$ cat config.mk
export PLATFORM = sky130hd
export DESIGN_NAME = fpu_share_sched_flat
export DESIGN_NICKNAME = d
export VERILOG_FILES = /design/src/rtl/fpu_share_sched_if.sv /design/src/rtl/fpu_share_sched.sv /design/src/flat_wrapper.sv
export SDC_FILE = /design/constraint.sdc
export NUM_CORES = 1
export LEC_CHECK = 0
export BUFFER_PORTS_ARGS = -buffer_cell sky130_fd_sc_hd__buf_2
export CORE_AREA = 2 2 160 162
export CTS_CLUSTER_SIZE = 10
export DETAILED_ROUTE_END_ITERATION = 16
export DIE_AREA = 0 0 162 164
export MAX_ROUTING_LAYER = met4
export PLACE_DENSITY = 0.63
export SLEW_MARGIN = 20
export SYNTH_ARGS = -nofsm -noshare
export SYNTH_HDL_FRONTEND = slang
export SYNTH_SLANG_ARGS = --single-unit
$ cat constraint.sdc
create_clock -name clk -period 5 [get_ports clk]
set_input_delay 0.25 -clock clk [delete_from_list [all_inputs] [get_ports clk]]
set_output_delay 0.25 -clock clk [all_outputs]
set_load 0.02 [all_outputs]
$ cat src/rtl/fpu_share_sched_if.sv
// rtl/fpu_share_sched_if.sv - requester-side request/response bundle for the shared FPU scheduler
interface fpu_share_sched_if #(
    parameter int NREQ = 4,
    parameter int ID_W = 2
);
    logic [NREQ-1:0]    req_valid;
    logic [32*NREQ-1:0] req_a;
    logic [32*NREQ-1:0] req_b;
    logic [2*NREQ-1:0]  req_op;
    logic [NREQ-1:0]    req_ready;
    logic [NREQ-1:0]    rsp_valid;
    logic [ID_W-1:0]    rsp_id;
    logic [31:0]        rsp_result;

    // Requester side: drives operands, receives grants and results.
    modport master (
        output req_valid, req_a, req_b, req_op,
        input  req_ready, rsp_valid, rsp_id, rsp_result
    );

    // Scheduler side.
    modport slave (
        input  req_valid, req_a, req_b, req_op,
        output req_ready, rsp_valid, rsp_id, rsp_result
    );
endinterface

$ cat src/rtl/fpu_share_sched.sv
// rtl/fpu_share_sched.sv - round-robin sharing of one fixed-latency FPU among NREQ requesters (optional FPU_SHARE_SCHED_PRIO0_EN: requester 0 always wins)
module fpu_share_sched #(
    parameter int NREQ = 4,
    parameter int LAT  = 4,
    parameter int ID_W = 2
) (
    input  logic                 clk,
    input  logic                 rst_n,
    fpu_share_sched_if.slave     bus,
    output logic [31:0]          fpu_a,
    output logic [31:0]          fpu_b,
    output logic [1:0]           fpu_op,
    input  logic [31:0]          fpu_result,
    output logic                 busy
);

    logic [NREQ-1:0] outstanding;
    logic [NREQ-1:0] eligible;
    logic [ID_W-1:0] rr_ptr;
    logic [ID_W-1:0] grant_id;
    logic            grant_any;

    // Tag pipeline: one {valid, id} per clock, LAT+1 stages deep so the tag
    // leaves exactly when the FPU result for that issue is present.
    logic [LAT:0]    tag_v;
    logic [ID_W-1:0] tag_id [0:LAT];
    logic            exit_v;
    logic [ID_W-1:0] exit_id;

    assign eligible = bus.req_valid & ~outstanding;
    assign exit_v   = tag_v[LAT];
    assign exit_id  = tag_id[LAT];
    assign busy     = |outstanding;

    // Pick the first eligible requester from the RR pointer upward, with wrap.
    always_comb begin
        logic [ID_W-1:0] cand;
        grant_any = 1'b0;
        grant_id  = '0;
        cand      = '0;
`ifdef FPU_SHARE_SCHED_PRIO0_EN
        if (eligible[0]) begin
            grant_any = 1'b1;
            grant_id  = '0;
        end
`endif
        for (int k = 0; k < NREQ; k++) begin
            cand = ID_W'((int'(rr_ptr) + k) % NREQ);
            if (!grant_any && eligible[cand]) begin
                grant_any = 1'b1;
                grant_id  = cand;
            end
        end
    end

    // Grant is forced low while reset is held so nothing looks accepted.
    always_comb begin
        bus.req_ready = '0;
        if (rst_n && grant_any) begin
            bus.req_ready = NREQ'(1) << grant_id;
        end
    end

    // Issue: capture the winner's operands and advance the RR pointer.
    always_ff @(posedge clk or negedge rst_n) begin
        if (!rst_n) begin
            fpu_a  <= '0;
            fpu_b  <= '0;
            fpu_op <= '0;
            rr_ptr <= '0;
        end else if (grant_any) begin
            fpu_a  <= bus.req_a[32*grant_id +: 32];
            fpu_b  <= bus.req_b[32*grant_id +: 32];
            fpu_op <= bus.req_op[2*grant_id +: 2];
`ifdef FPU_SHARE_SCHED_PRIO0_EN
            if (grant_id != '0) begin
                rr_ptr <= (grant_id == ID_W'(NREQ-1)) ? '0 : grant_id + 1'b1;
            end
`else
            rr_ptr <= (grant_id == ID_W'(NREQ-1)) ? '0 : grant_id + 1'b1;
`endif
        end
    end

    // Shift the issue tag along in lockstep with the FPU pipeline.
    always_ff @(posedge clk or negedge rst_n) begin
        if (!rst_n) begin
            tag_v <= '0;
            for (int s = 0; s <= LAT; s++) begin
                tag_id[s] <= '0;
            end
        end else begin
            tag_v     <= {tag_v[LAT-1:0], grant_any};
            tag_id[0] <= grant_id;
            for (int s = 1; s <= LAT; s++) begin
                tag_id[s] <= tag_id[s-1];
            end
        end
    end

    // Outstanding flags: set on issue, cleared when the tag exits. A set and a
    // clear never hit the same requester on one edge, since a grant needs the
    // flag already clear.
    always_ff @(posedge clk or negedge rst_n) begin
        if (!rst_n) begin
            outstanding <= '0;
        end else begin
            for (int i = 0; i < NREQ; i++) begin
                if (exit_v && exit_id == ID_W'(i)) begin
                    outstanding[i] <= 1'b0;
                end else if (grant_any && grant_id == ID_W'(i)) begin
                    outstanding[i] <= 1'b1;
                end
            end
        end
    end

    // Route the result to its owner; id and result hold between responses.
    always_ff @(posedge clk or negedge rst_n) begin
        if (!rst_n) begin
            bus.rsp_valid  <= '0;
            bus.rsp_id     <= '0;
            bus.rsp_result <= '0;
        end else if (exit_v) begin
            bus.rsp_valid  <= NREQ'(1) << exit_id;
            bus.rsp_id     <= exit_id;
            bus.rsp_result <= fpu_result;
        end else begin
            bus.rsp_valid  <= '0;
        end
    end

endmodule

$ cat src/flat_wrapper.sv
// flat-port wrapper written by rule: the top's interface ports become plain ports
module fpu_share_sched_flat 
#(
    parameter int NREQ = 4,
    parameter int LAT  = 4,
    parameter int ID_W = 2
)
  (clk, rst_n, fpu_a, fpu_b, fpu_op, fpu_result, busy, bus_req_valid, bus_req_a, bus_req_b, bus_req_op, bus_req_ready, bus_rsp_valid, bus_rsp_id, bus_rsp_result);
  fpu_share_sched_if #(.NREQ(NREQ), .ID_W(ID_W)) bus_i ();
  input  logic clk;
  input  logic rst_n;
  output logic [31:0] fpu_a;
  output logic [31:0] fpu_b;
  output logic [1:0] fpu_op;
  input  logic [31:0] fpu_result;
  output logic busy;
  input wire logic [$bits(bus_i.req_valid)-1:0] bus_req_valid;
  input wire logic [$bits(bus_i.req_a)-1:0] bus_req_a;
  input wire logic [$bits(bus_i.req_b)-1:0] bus_req_b;
  input wire logic [$bits(bus_i.req_op)-1:0] bus_req_op;
  output wire logic [$bits(bus_i.req_ready)-1:0] bus_req_ready;
  output wire logic [$bits(bus_i.rsp_valid)-1:0] bus_rsp_valid;
  output wire logic [$bits(bus_i.rsp_id)-1:0] bus_rsp_id;
  output wire logic [$bits(bus_i.rsp_result)-1:0] bus_rsp_result;
  assign bus_i.req_valid = bus_req_valid;
  assign bus_i.req_a = bus_req_a;
  assign bus_i.req_b = bus_req_b;
  assign bus_i.req_op = bus_req_op;
  assign bus_req_ready = bus_i.req_ready;
  assign bus_rsp_valid = bus_i.rsp_valid;
  assign bus_rsp_id = bus_i.rsp_id;
  assign bus_rsp_result = bus_i.rsp_result;
  fpu_share_sched #(.NREQ(NREQ), .LAT(LAT), .ID_W(ID_W)) u_core (.clk(clk), .rst_n(rst_n), .bus(bus_i), .fpu_a(fpu_a), .fpu_b(fpu_b), .fpu_op(fpu_op), .fpu_result(fpu_result), .busy(busy));
endmodule
==> results_dict.tcl <==
set metrics [dict create \
    p_per_area_nw_per_um2 650 \
    p_comb_share_pct 49.9 \
    r2r_end "u_core.fpu_b[4]$_DFFE_PN0N_" \
    clockBufferDepth 2 \
    grt_max_degree 72 \
    clk_latency_ns 0.41 \
    min_path_type "in2reg" \
    maxSlewHeadroom_pct 37.7 \
    syn_avg_cell_area_um2 11.6 \
    cts_tree "done" \
    ir_drop_mv 0.346 \
    dp_hpwl_um 16500 \
    antenna_cells 0 \
    fin_ws_ns 1.78 \
    endpoint_kind "output port" \
    r2r_start "u_core.rr_ptr[1]$_DFFE_PN0N_" \
    dpl_worst_slack_ns 2.17 \
    wl_per_cell_um 18.0 \
    drt_iter0_drc 396 \
    rsz0062_at_grt "false" \
    io_buffers 410 \
    synth_nets 840 \
    final-seq-area_um2 3130 \
    vias 6102 \
    finalClockSkew_ns 0.0149 \
    internal_power_mw 3.29 \
    cp_max_fo 69 \
    netlist_area_um2 6210 \
    p_sw_mw 2.62 \
    switching_share_pct 44.4 \
    io_pins 411 \
    status "complete, no violations" \
    drc_errors 0 \
    yosys_warnings 0 \
    multiInputGateArea_um2 2850 \
    max_slew.worst_pin.slew_ns 0.935 \
    critical_path_class "reg2out" \
    cts-root-buf "clkbuf_16" \
    rr_worst_depth 6 \
    grt_pass1_wl_um 33500 \
    detail-route-antenna-nets 0 \
    ys_seq_area_share_pct 50.4 \
    via_per_inst 4.80 \
    ctsResizeCount 0 \
    yosys.cell_count.top_type "dfrtp_1" \
    synth-main-ff-cell "dfrtp_1" \
    maxSlewViolCount 0 \
    hold_violations 0 \
    power_frac_seq_pct 30.4 \
    grt_overflow 0 \
    holdPathEnd "u_core.fpu_b[15]$_DFFE_PN0N_" \
    synth_enable_flop_cells 0 \
    synth-async-reset-ratio_pct 100 \
    setup_violations 0 \
    grt.total_usage_pct 16.8 \
    cts_setup_buffers 0 \
    holdPathStages 3 \
    core_area_um2 24800 \
    drive_gt1_share_pct 53.8 \
    gp_congestion 0.867 \
    netlist_top_cells_count "dfrtp_1 (125), nand2_1 (74), mux2i_1 (66)" \
    antenna_found_initial 0 \
    rows 58 \
    htreeDepth 4 \
    syn_inst 536 \
    synth_top_area_share_pct 50.4 \
    crit_arrival_ns 2.97 \
    start_util_pct 25.0 \
    r2r_slack_ns 2.34 \
    ys_types 40 \
    nNetsFinal 1232 \
    synthTopCellsByArea "dfrtp_1 (50%), mux2i_1 (11%), a32oi_1 (9.2%), o211ai_1 (7.1%), mux2_2 (6.2%)" \
    drt-total-wl_um 22900 \
    min_period_ns 3.22 \
    cap_violations 0 \
    timing.final.crit_share_pct 64.4 \
    die_w_um 162 \
    critPathLaunchType "flip-flop" \
    fmax_mhz 311 \
    hp-start "bus_req_b[47]" \
    required_ns 4.75 \
    clk_pin_slew_ns 0.07 \
    n_fill_cell 2516 \
    drt_first_pass_iters 5 \
    p_leak_nw 4.59 \
    synth-seq-cells 125 \
    die_h_um 164 \
    whs_ns 0.0533 \
    finalSetupTns_ns 0 \
    synth_top_area_cell "dfrtp_1" \
    clock_sinks 125 \
    numCtsBuffers 17 \
    grt_pass1_vias 6046 \
    clock_power_share_pct 19.7 \
    die_area_um2 26600 \
    syn_to_final_growth_pct 46.5 \
]
==> worst max-delay path by stage <==
stage | start | to
global placement | u_core.rr_ptr[1]$_DFFE_PN0N_ | bus_req_ready[0]
CTS | u_core.rr_ptr[1]$_DFFE_PN0N_ | bus_req_ready[2]
finish | u_core.rr_ptr[1]$_DFFE_PN0N_ | bus_req_ready[2]
detailed placement | u_core.rr_ptr[1]$_DFFE_PN0N_ | bus_req_ready[2]
global route | u_core.rr_ptr[1]$_DFFE_PN0N_ | bus_req_ready[2]
floorplan | u_core.rr_ptr[1]$_DFFE_PN0N_ | bus_req_ready[2]
==> critical path, stage by stage (launching register included) <==
cell	delay [ns]
dfrtp_1	0.48
and3b_1	0.26
o311ai_1	0.43
nand2_4	0.59
inv_2	0.27
ha_1	0.20
and3_1	0.16
buf_2	0.16
==> layout make-up <==
cell class	count	area share, %
Tap cell	330	4.54
Clock buffer	18	4.83
Sequential cell	125	34.4
Inverter	4	0.165
Timing Repair Buffer	421	23.6
Multi-Input combinational cell	359	31.3
Clock inverter	13	1.17
==> state kept, by name, summed over array words and instances, names as in the netlist <==
| register | cells |
|---|---|
| u_core.fpu_b | 32 |
| u_core.bus.rsp_id | 2 |
| u_core.bus.rsp_valid | 4 |
| u_core.exit_id | 2 |
| u_core.bus.rsp_result | 32 |
| u_core.tag_v | 5 |
| u_core.fpu_op | 2 |
| u_core.fpu_a | 32 |
| u_core.tag_id | 8 |
| u_core.rr_ptr | 2 |
| u_core.outstanding | 4 |
==> cells by family (layout without fill, tap and decap cells) <==
| family | after synthesis | after routing | share of synthesized area [%] |
|---|---|---|---|
| AO/OA/AOI/OAI | 150 | 150 | 19.9 |
| adder cells (fa/ha/maj) | 2 | 2 | 0.403 |
| buffers and inverters | 52 | 456 | 4.44 |
| flip-flops | 125 | 125 | 50.4 |
| multiplexers | 100 | 100 | 16.8 |
| AND/OR/NAND/NOR | 107 | 107 | 8.02 |
==> cell usage in the layout, fill, tap and decap left out, drive strengths merged, types with 2 or more instances in the layout <==
| cell | count |
|---|---|
| a21boi | 2 |
| a21oi | 8 |
| a32oi | 65 |
| and3 | 5 |
| and3b | 2 |
| buf | 420 |
| clkbuf | 18 |
| clkinv | 5 |
| dfrtp | 125 |
| ha | 2 |
| inv | 11 |
| mux2 | 34 |
| mux2i | 66 |
| nand2 | 75 |
| nand2b | 4 |
| nor2 | 7 |
| nor2b | 3 |
| nor3 | 3 |
| nor3b | 2 |
| o211ai | 69 |
| o21ai | 2 |
| or3b | 2 |
==> stage by stage <==
step	instances	total power, mW	instance area, um^2	utilization [%]
final	1270	5.91	9090	36.6
after global routing	1270	6.26	9090	36.6
after CTS	1270	6.00	9090	36.6
after detailed placement	1238	4.81	8540	34.4
after global placement	1238	4.75	8540	34.4
after floorplan	536	3.79	6210	-
==> metal layers <==
| layer | global-route usage (%) | part of all wire [%] | up-vias |
|---|---|---|---|
| met5 | - | 0 | - |
| met2 | 28.5 | 50 | 298 |
| met1 | 20.2 | 41 | 2925 |
| met3 | 3.11 | 6.7 | 25 |
| li1 | - | - | 2854 |
| met4 | 5.99 | 2.3 | 0 |
==> power by group through the flow <==
| stage | sequential [mW] | clock (mW) | combinational (mW) |
|---|---|---|---|
| detailed placement | 1.79 | 0 | 3.01 |
| global route | 1.85 | 1.25 | 3.16 |
| CTS | 1.79 | 1.20 | 3.00 |
| floorplan | 2.25 | 0 | 1.55 |
| global placement | 1.79 | 0 | 2.96 |
| finish | 1.80 | 1.16 | 2.95 |
==> timing repair <==
action                                 in CTS  in global routing
endpoints found under the hold margin      54                  0
setup endpoints to repair                   0                  0
hold buffers                                1                  0
Note: power is estimated with default switching activity, not from simulation.
